$ cat config.mk
export PLATFORM = sky130hd
export DESIGN_NAME = k423_ex_bpu_upd_flat
export DESIGN_NICKNAME = d
export VERILOG_FILES = /design/src/rtl/k423_ex_bpu_upd_pkg.sv /design/src/rtl/k423_ex_bpu_upd_if.sv /design/src/rtl/utils_sat_cnt.sv /design/src/rtl/k423_ex_bpu_upd.sv /design/src/flat_wrapper.sv
export VERILOG_INCLUDE_DIRS = /design/src /design/src/rtl
export SDC_FILE = /design/constraint.sdc
export NUM_CORES = 1
export LEC_CHECK = 0
export ABC_CLOCK_PERIOD_IN_PS = 2020
export BUFFER_PORTS_ARGS = -buffer_cell sky130_fd_sc_hd__buf_2
export CORE_MARGIN = 4
export CORE_UTILIZATION = 40
export CTS_BUF_LIST = sky130_fd_sc_hd__clkbuf_8
export DETAILED_ROUTE_END_ITERATION = 8
export PLACE_DENSITY_LB_ADDON = 0.25
export SYNTH_ARGS = -nofsm -noshare
export SYNTH_HDL_FRONTEND = slang
export SYNTH_SLANG_ARGS = --single-unit
export TNS_END_PERCENT = 1
$ cat constraint.sdc
create_clock -name clk_i -period 2.02 [get_ports clk_i]
set_input_delay 0.101 -clock clk_i [delete_from_list [all_inputs] [get_ports clk_i]]
set_output_delay 0.101 -clock clk_i [all_outputs]
set_load 0.02 [all_outputs]
$ cat src/rtl/k423_defines.svh
// Shared branch-type bit indices, core data width and 2-bit PHT counter limits.
`ifndef K423_DEFINES_SVH
`define K423_DEFINES_SVH

`define BR_TYPE_COND 0
`define BR_TYPE_JAL  1
`define BR_TYPE_JALR 2
`define BR_TYPE_CALL 3
`define BR_TYPE_RET  4
`define BR_TYPE_W    5

`define CORE_DATA_W  32

`define SAT_MAX      2'b11
`define SAT_MIN      2'b00

`endif

$ cat src/rtl/k423_ex_bpu_upd_pkg.sv
// Shared widths, update-beat payload and next-PC helper for the EX-stage BPU update path.
`include "k423_defines.svh"

package k423_ex_bpu_upd_pkg;

   localparam int unsigned CORE_DATA_W = `CORE_DATA_W;
   localparam int unsigned BR_TYPE_W   = `BR_TYPE_W;
   localparam int unsigned BR_COND     = `BR_TYPE_COND;
   localparam logic [1:0]  SAT_MAX     = `SAT_MAX;

   typedef struct packed {
      logic                   tkn;
      logic [BR_TYPE_W-1:0]   br_type;
      logic [CORE_DATA_W-1:0] src_pc;
      logic [CORE_DATA_W-1:0] tgt_pc;
      logic [1:0]             sat_cnt;
   } upd_beat_t;

   // Architectural next PC; the fall-through wraps modulo 2^CORE_DATA_W.
   function automatic logic [CORE_DATA_W-1:0] next_pc(
      input logic [CORE_DATA_W-1:0] pc,
      input logic                   tkn,
      input logic [CORE_DATA_W-1:0] tgt
   );
      return tkn ? tgt : pc + CORE_DATA_W'(4);
   endfunction

endpackage

$ cat src/rtl/k423_ex_bpu_upd_if.sv
// Resolved-branch input, BPU update bus, flush and IF redirect handshake.
interface k423_ex_bpu_upd_if
   import k423_ex_bpu_upd_pkg::*;
#(
   parameter int unsigned MISP_CNT_W = 32
);
   logic                   res_vld_i;
   logic                   res_rdy_o;
   logic [BR_TYPE_W-1:0]   res_type_i;
   logic [CORE_DATA_W-1:0] res_pc_i;
   logic                   res_tkn_i;
   logic [CORE_DATA_W-1:0] res_tgt_i;
   logic                   prd_tkn_i;
   logic [CORE_DATA_W-1:0] prd_tgt_i;
   logic [1:0]             prd_sat_cnt_i;

   logic                   upd_vld_o;
   logic                   upd_tkn_o;
   logic [BR_TYPE_W-1:0]   upd_type_o;
   logic [CORE_DATA_W-1:0] upd_src_pc_o;
   logic [CORE_DATA_W-1:0] upd_tgt_pc_o;
   logic [1:0]             upd_sat_cnt_o;

   logic                   flush_o;
   logic                   redir_vld_o;
   logic [CORE_DATA_W-1:0] redir_pc_o;
   logic                   redir_rdy_i;
   logic [MISP_CNT_W-1:0]  misp_cnt_o;

   modport master (
      output res_vld_i, res_type_i, res_pc_i, res_tkn_i, res_tgt_i,
             prd_tkn_i, prd_tgt_i, prd_sat_cnt_i, redir_rdy_i,
      input  res_rdy_o, upd_vld_o, upd_tkn_o, upd_type_o, upd_src_pc_o,
             upd_tgt_pc_o, upd_sat_cnt_o, flush_o, redir_vld_o, redir_pc_o,
             misp_cnt_o
   );

   modport slave (
      input  res_vld_i, res_type_i, res_pc_i, res_tkn_i, res_tgt_i,
             prd_tkn_i, prd_tgt_i, prd_sat_cnt_i, redir_rdy_i,
      output res_rdy_o, upd_vld_o, upd_tkn_o, upd_type_o, upd_src_pc_o,
             upd_tgt_pc_o, upd_sat_cnt_o, flush_o, redir_vld_o, redir_pc_o,
             misp_cnt_o
   );

endinterface

$ cat src/rtl/utils_sat_cnt.sv
// Saturating up/down counter next-value logic; holds at all-ones going up and zero going down.
module utils_sat_cnt #(
   parameter int unsigned W = 2
) (
   input  logic [W-1:0] cnt,
   input  logic         up,
   input  logic         en,
   output logic [W-1:0] nxt_c
);

   localparam logic [W-1:0] CNT_MAX = '1;

   always_comb begin
      nxt_c = cnt;
      if (en) begin
         if (up) begin
            if (cnt != CNT_MAX) nxt_c = cnt + W'(1);
         end else begin
            if (cnt != '0) nxt_c = cnt - W'(1);
         end
      end
   end

endmodule

$ cat src/rtl/k423_ex_bpu_upd.sv
// EX-stage branch resolution: one registered BPU update beat per resolved branch,
// plus flush and a held IF redirect on mispredict.
module k423_ex_bpu_upd
   import k423_ex_bpu_upd_pkg::*;
#(
   parameter int unsigned MISP_CNT_W = 32
) (
   input  logic             clk_i,
   input  logic             rst_i,
   k423_ex_bpu_upd_if.slave bus
);

   typedef enum logic {
      IDLE,
      REDIR
   } state_t;

   state_t                 state_q;
   state_t                 state_d;
   logic                   res_rdy_c;
   logic                   acc_c;
   logic                   misp_c;
   logic                   load_redir_c;
   logic [CORE_DATA_W-1:0] act_npc_c;
   logic [1:0]             pht_nxt_c;
   logic [1:0]             new_cnt_c;
   logic [MISP_CNT_W-1:0]  misp_nxt_c;

   upd_beat_t              upd_q;
   logic                   upd_vld_q;
   logic                   flush_q;
   logic                   redir_vld_q;
   logic [CORE_DATA_W-1:0] redir_pc_q;
   logic [MISP_CNT_W-1:0]  misp_cnt_q;

   assign res_rdy_c = (state_q == IDLE) & ~rst_i;
   assign acc_c     = bus.res_vld_i & res_rdy_c;
   assign act_npc_c = next_pc(bus.res_pc_i, bus.res_tkn_i, bus.res_tgt_i);
   assign misp_c    = (bus.prd_tkn_i != bus.res_tkn_i) |
                      (bus.res_tkn_i & (bus.prd_tgt_i != bus.res_tgt_i));

   // Only conditional branches train the direction counter; jumps pin it strongly taken.
   utils_sat_cnt #(.W(2)) u_pht_cnt (
      .cnt   (bus.prd_sat_cnt_i),
      .up    (bus.res_tkn_i),
      .en    (1'b1),
      .nxt_c (pht_nxt_c)
   );

   assign new_cnt_c = bus.res_type_i[BR_COND] ? pht_nxt_c : SAT_MAX;

   utils_sat_cnt #(.W(MISP_CNT_W)) u_misp_cnt (
      .cnt   (misp_cnt_q),
      .up    (1'b1),
      .en    (load_redir_c),
      .nxt_c (misp_nxt_c)
   );

   // Next-state logic; a mispredict accept is only possible from IDLE.
   always_comb begin
      state_d      = state_q;
      load_redir_c = 1'b0;
      unique case (state_q)
         IDLE: begin
            if (acc_c && misp_c) begin
               state_d      = REDIR;
               load_redir_c = 1'b1;
            end
         end
         REDIR: begin
            if (bus.redir_rdy_i) state_d = IDLE;
         end
         default: state_d = IDLE;
      endcase
   end

   always_ff @(posedge clk_i) begin
      if (rst_i) begin
         state_q     <= IDLE;
         upd_q       <= '0;
         upd_vld_q   <= 1'b0;
         flush_q     <= 1'b0;
         redir_vld_q <= 1'b0;
         redir_pc_q  <= '0;
         misp_cnt_q  <= '0;
      end else begin
         state_q     <= state_d;
         upd_vld_q   <= acc_c;
         flush_q     <= load_redir_c;
         redir_vld_q <= (state_d == REDIR);
         misp_cnt_q  <= misp_nxt_c;
         if (load_redir_c) redir_pc_q <= act_npc_c;
         if (acc_c) begin
            upd_q.tkn     <= bus.res_tkn_i;
            upd_q.br_type <= bus.res_type_i;
            upd_q.src_pc  <= bus.res_pc_i;
            upd_q.tgt_pc  <= bus.res_tgt_i;
            upd_q.sat_cnt <= new_cnt_c;
         end
      end
   end

   assign bus.res_rdy_o     = res_rdy_c;
   assign bus.upd_vld_o     = upd_vld_q;
   assign bus.upd_tkn_o     = upd_q.tkn;
   assign bus.upd_type_o    = upd_q.br_type;
   assign bus.upd_src_pc_o  = upd_q.src_pc;
   assign bus.upd_tgt_pc_o  = upd_q.tgt_pc;
   assign bus.upd_sat_cnt_o = upd_q.sat_cnt;
   assign bus.flush_o       = flush_q;
   assign bus.redir_vld_o   = redir_vld_q;
   assign bus.redir_pc_o    = redir_pc_q;
   assign bus.misp_cnt_o    = misp_cnt_q;

endmodule

$ cat src/flat_wrapper.sv
// flat-port wrapper written by rule: the top's interface ports become plain ports
module k423_ex_bpu_upd_flat import k423_ex_bpu_upd_pkg::*;
#(
   parameter int unsigned MISP_CNT_W = 32
)
  (clk_i, rst_i, bus_res_vld_i, bus_res_type_i, bus_res_pc_i, bus_res_tkn_i, bus_res_tgt_i, bus_prd_tkn_i, bus_prd_tgt_i, bus_prd_sat_cnt_i, bus_redir_rdy_i, bus_res_rdy_o, bus_upd_vld_o, bus_upd_tkn_o, bus_upd_type_o, bus_upd_src_pc_o, bus_upd_tgt_pc_o, bus_upd_sat_cnt_o, bus_flush_o, bus_redir_vld_o, bus_redir_pc_o, bus_misp_cnt_o);
  k423_ex_bpu_upd_if #(.MISP_CNT_W(MISP_CNT_W)) bus_i ();
  input  logic clk_i;
  input  logic rst_i;
  input wire logic [$bits(bus_i.res_vld_i)-1:0] bus_res_vld_i;
  input wire logic [$bits(bus_i.res_type_i)-1:0] bus_res_type_i;
  input wire logic [$bits(bus_i.res_pc_i)-1:0] bus_res_pc_i;
  input wire logic [$bits(bus_i.res_tkn_i)-1:0] bus_res_tkn_i;
  input wire logic [$bits(bus_i.res_tgt_i)-1:0] bus_res_tgt_i;
  input wire logic [$bits(bus_i.prd_tkn_i)-1:0] bus_prd_tkn_i;
  input wire logic [$bits(bus_i.prd_tgt_i)-1:0] bus_prd_tgt_i;
  input wire logic [$bits(bus_i.prd_sat_cnt_i)-1:0] bus_prd_sat_cnt_i;
  input wire logic [$bits(bus_i.redir_rdy_i)-1:0] bus_redir_rdy_i;
  output wire logic [$bits(bus_i.res_rdy_o)-1:0] bus_res_rdy_o;
  output wire logic [$bits(bus_i.upd_vld_o)-1:0] bus_upd_vld_o;
  output wire logic [$bits(bus_i.upd_tkn_o)-1:0] bus_upd_tkn_o;
  output wire logic [$bits(bus_i.upd_type_o)-1:0] bus_upd_type_o;
  output wire logic [$bits(bus_i.upd_src_pc_o)-1:0] bus_upd_src_pc_o;
  output wire logic [$bits(bus_i.upd_tgt_pc_o)-1:0] bus_upd_tgt_pc_o;
  output wire logic [$bits(bus_i.upd_sat_cnt_o)-1:0] bus_upd_sat_cnt_o;
  output wire logic [$bits(bus_i.flush_o)-1:0] bus_flush_o;
  output wire logic [$bits(bus_i.redir_vld_o)-1:0] bus_redir_vld_o;
  output wire logic [$bits(bus_i.redir_pc_o)-1:0] bus_redir_pc_o;
  output wire logic [$bits(bus_i.misp_cnt_o)-1:0] bus_misp_cnt_o;
  assign bus_i.res_vld_i = bus_res_vld_i;
  assign bus_i.res_type_i = bus_res_type_i;
  assign bus_i.res_pc_i = bus_res_pc_i;
  assign bus_i.res_tkn_i = bus_res_tkn_i;
  assign bus_i.res_tgt_i = bus_res_tgt_i;
  assign bus_i.prd_tkn_i = bus_prd_tkn_i;
  assign bus_i.prd_tgt_i = bus_prd_tgt_i;
  assign bus_i.prd_sat_cnt_i = bus_prd_sat_cnt_i;
  assign bus_i.redir_rdy_i = bus_redir_rdy_i;
  assign bus_res_rdy_o = bus_i.res_rdy_o;
  assign bus_upd_vld_o = bus_i.upd_vld_o;
  assign bus_upd_tkn_o = bus_i.upd_tkn_o;
  assign bus_upd_type_o = bus_i.upd_type_o;
  assign bus_upd_src_pc_o = bus_i.upd_src_pc_o;
  assign bus_upd_tgt_pc_o = bus_i.upd_tgt_pc_o;
  assign bus_upd_sat_cnt_o = bus_i.upd_sat_cnt_o;
  assign bus_flush_o = bus_i.flush_o;
  assign bus_redir_vld_o = bus_i.redir_vld_o;
  assign bus_redir_pc_o = bus_i.redir_pc_o;
  assign bus_misp_cnt_o = bus_i.misp_cnt_o;
  k423_ex_bpu_upd #(.MISP_CNT_W(MISP_CNT_W)) u_core (.clk_i(clk_i), .rst_i(rst_i), .bus(bus_i));
endmodule
==> run summary <==
Once routing completed, OpenROAD measured the worst setup slack at 32.7 ps. The number of iterations in the first detailed-routing pass is 5. TritonCTS built the clock tree. The worst register-to-register path has a depth of 9. The leading register cell type out of synthesis was dfxtp_1. The worst register-to-register path ends at u_core.bus.misp_cnt_o[17]. The post-layout minimum cycle time is 1990 ps, and the placement row count is 46. The tools report the number of max-cap violations as 0.

The number of enable flip-flop cells after synthesis was 0. By instance count, the cell type seen most on the critical path is buf_6. The compound-cell area share of the yosys netlist is 0.147.

The arithmetic-cell share of the synthesized area counting full adders, half adders and majority gates works out to 0.00687. The portion of the clock cycle consumed by the worst path in the final layout came out at 0.984. The core region is 15900 sq um. The clock drives 139 sinks. The run gives 23700 microns as the total length of routed wires. Data on the critical path arrives at its endpoint at 2330 ps. The number of I/O pins is 249. The switching share of total power was 0.257. Counting distinct cell types in the post-synthesis netlist gives 55. The area share of and/or/nand/nor cells after synthesis was 0.261. The initial core utilization was 0.411. The detail route stage leaves a number of antenna-violating nets equal to 0.

The logs give 0.425 for the register area share after synthesis and 9720 sq um for the area of all placed cells without fillers. The vertical extent of the die works out to 136 microns. Clock latency on the worst-skew pair, taken at its later pin, is 450 ps.

Dividing total power by cell area gives a power density of 761 nW/um^2. The tools report the number of setup violations in the final report as 0. Setup repair after global routing could not meet its margin everywhere.

Critical hold path startpoint: bus_res_tgt_i[18]. The remaining routing DRC violations is 0, and the post-synthesis cell count is 821. The launch instance of the worst register-to-register path is u_core.bus.misp_cnt_o[17]. The detailed router finished its first iteration with 462 violations.

Synthesis inferred 139 register bits. In this run the number of H-tree levels came out at 4. The design draws 7390 uW. For hold timing, the worst endpoint is u_core.bus.redir_pc_o[18].

Multiplexer area fraction after synthesis: 0.0424. After the last flow step, the layout net total stands at 1268. On the final layout, the worst clock skew is 8.49 ps. The initial antenna violation count was 4; the detailed-route vias per instance was 5.12.

Portion of total power attributed to the clock network: 0.436. The worst path required time is 2370 ps. The tightest min-delay check is of the primary input to flop type. Counting the fill cells in the layout gives 1440. The worst-case hold slack came out at 34.7 ps. In this design, the stage delay of the slowest critical-path cell is 560 ps. For the pin with the worst max-slew slack, the measured transition is 660 ps. The count of buffering cells on the critical path with inverters included was 4; the setup slack of the most critical reg-to-reg path was 110 ps. Routability-driven placement finished with a final weighted congestion of 0.844. By startpoint and endpoint, the worst setup path is classified as primary input to flop. Each instance of the synthesized netlist takes up on average 7.98 sq um.

The global-route wire length before repair is 36100 microns, and the fmax is 0.503 GHz. STA classifies the critical path startpoint as a primary input. During synthesis, Yosys emitted a total of 0 warnings. The reported net switching power is 1900 uW, and the die width is 136 microns. The number of global-route vias before repair is 6665, and the cell area after synthesis is 6560 sq um. The internal portion of the total power is 5500 uW. Clock-pin slew was measured on the worst setup and hold paths at 80 ps.

The reported leakage power was 0.00430 uW; the total CTS buffers was 17. For this design, the slowest cell found on the critical path is dlygate4sd3_1. For the combinational share of power, the log shows 0.163.

The run gives 0.432 mV as the worst ir drop on vdd. The fraction of synthesis flops using an asynchronous set or reset pin is 0, and the full die area is 18500 sq um. The tools report the number of nets in the synthesized netlist as 932. For the core utilization of the finished layout, the log shows 0.609. Along the worst hold path, the cell count comes to 3. The xor-xnor portion of the synthesized cell area was 0.0762.

By area, the combinational part of the netlist is dominated by simple AND/OR/NAND/NOR gates. Summing all placed instances gives a cell area of 8340 sq um. The part of the power in registers is 0.401. Detailed routing inserted a total of 7092 vias. Largest fanout on the critical path: 5. The endpoint type of the worst setup path was a flop.

The signal on the critical path passes through dlygate4sd3_1 > buf_2 > nand4_1 > buf_6 > nor4b_4 > buf_6 > nand3_1 > xnor2_1 > mux2i_1 > nor2_1 > a31o_2. Number of buffers on the longest clock path: 2. The tools report the worst-case headroom to the max-slew limit as 0.560. The logs give 0 for the antenna diode instance count and 16800 microns for the estimated wirelength of the detail-placed design. From synthesis to final layout, the design area changed by 48.2%. The worst slack at placement was -147 ps; the count of endpoints failing hold in the final timing report was 0. Clock tree synthesis selected as its root buffer the cell clkbuf_8. The routed wire length per instance works out to 17.1 microns. The tools report the overall routing resource usage as 0.252. The critical path's top delay family is buffers and inverters.

In this run the tool buffered the top-level ports with 248 buffer cells. The run finished with clean final reports. Entering global routing, the biggest net connects 144 pins.

The fraction of final layout cells with drive strength greater than 1 works out to 0.319. The logs give 0 for the number of max-slew violations in the final report and 0 for the leftover overflow at the end of global routing.
[worst min-delay path, stage by stage]
cell and delay [ps]:
buf_2 120, a21oi_1 100, o21ai_0 140
[power groups by stage]
| stage | sequential, uW | combinational [uW] | clock (uW) |
|---|---|---|---|
| after global placement | 3020 | 1080 | 0 |
| after global routing | 2980 | 1310 | 3390 |
| final | 2960 | 1210 | 3220 |
| after floorplan | 3210 | 388 | 0 |
| after detailed placement | 3020 | 1090 | 0 |
| after CTS | 2960 | 1190 | 3260 |
[cell usage in the layout, fill, tap and decap left out, types with 4 or more instances in the layout]
cell	n
dfxtp_2	5
nor3_1	4
a21oi_1	29
and3_1	6
nand3_2	5
nor4_1	4
xor2_1	19
bufinv_16	10
buf_6	4
clkbuf_8	18
buf_4	52
nor2_1	40
nand2b_1	4
o21ai_0	104
and4_1	5
and2_1	5
xnor2_1	37
mux2i_1	24
or3_1	9
nand4_1	27
inv_1	8
o31ai_1	11
nand3_1	25
or4_1	9
dfxtp_1	134
dlygate4sd3_1	66
buf_2	245
nand2_1	190
buf_12	6
o21ai_1	4
[kinds of logic after synthesis]
logic type	after synthesis
and+or+nand+nor	355
DFF	139
adders and majority gates	4
buffers and inverters	66
muxes	27
xor gates and xnor gates	57
AOI/OAI and AO/OA	173
[metal layers]
layer / part of all wire / global-route usage / wire length, microns / up-vias
li1: - / - / - / 3504
met1: 0.41 / 0.312 / 9720 / 3255
met2: 0.48 / 0.409 / 11200 / 266
met3: 0.080 / 0.0785 / 1900 / 59
met4: 0.032 / 0.0969 / 751 / 8
met5: 0.0017 / 0 / 40 / -
[worst max path at each step]
stage / from / to / slack [ps] / cells after the start
5_1_grt: bus_res_pc_i[12] / u_core.bus.redir_pc_o[21] / -40 / 11
6_report: bus_res_pc_i[12] / u_core.bus.redir_pc_o[21] / 30 / 11
4_1_cts: bus_res_tgt_i[30] / u_core.bus.misp_cnt_o[30] / 50 / 12
3_5_place_dp: bus_res_tgt_i[14] / u_core.bus.redir_pc_o[22] / -150 / 11
3_3_place_gp: bus_res_tgt_i[11] / u_core.bus.redir_pc_o[11] / -280 / 11
2_1_floorplan: u_core.bus.misp_cnt_o[6] / u_core.bus.misp_cnt_o[31] / -40 / 8
[timing repair]
action	4_1_cts	5_1_grt
setup endpoints to repair	0	64
endpoints found under the hold margin	70	0
hold buffers	68	0
setup buffers	0	3
gates resized for setup	0	30
[layout make-up]
| class | instances | area, sq um | share of cell area |
|---|---|---|---|
| multi-input combinational | 616 | 3590 | 0.369 |
| sequential | 139 | 2790 | 0.287 |
| tap | 216 | 270 | 0.0278 |
| clock buffer | 18 | 248 | 0.0255 |
| inverter | 8 | 30.0 | 0.00309 |
| timing repair buffer | 375 | 2470 | 0.254 |
| clock inverter | 14 | 322 | 0.0331 |
[stage by stage]
step / cells / setup TNS (ps)
after floorplan: 821 / -74.5
after global placement: 1283 / -15300
after detailed placement: 1283 / -6060
after CTS: 1383 / 0
after global routing: 1386 / -55.0
final: 1386 / 0
[Yosys cell counts (6+ instances only)]
library cell    n  area [sq um]
nand2_1       190           713
dfxtp_1       139          2780
o21ai_0       106           531
nor2_1         42           158
clkbuf_1       41           154
xnor2_1        38           333
a21oi_1        32           160
nand3_1        28           140
nand4_1        27           169
mux2i_1        24           240
xor2_1         19           166
buf_2          13          65.1
o31ai_1        11          82.6
or3_1           9          56.3
or4_1           9          67.6
and4_1          7          61.3
and2_1          6          37.5
and3_1          6          37.5
inv_1           6          22.5
nor4_1          6          37.5
[state kept, by name, indices dropped and copies added, names as in the netlist]
register	cells
u_core.bus.flush_o	1
u_core.bus.misp_cnt_o	32
u_core.bus.redir_pc_o	32
u_core.bus.redir_vld_o	1
u_core.bus.upd_sat_cnt_o	2
u_core.bus.upd_src_pc_o	32
u_core.bus.upd_tgt_pc_o	32
u_core.bus.upd_tkn_o	1
u_core.bus.upd_type_o	5
u_core.bus.upd_vld_o	1
No activity file was read; power rests on OpenSTA's default activity.
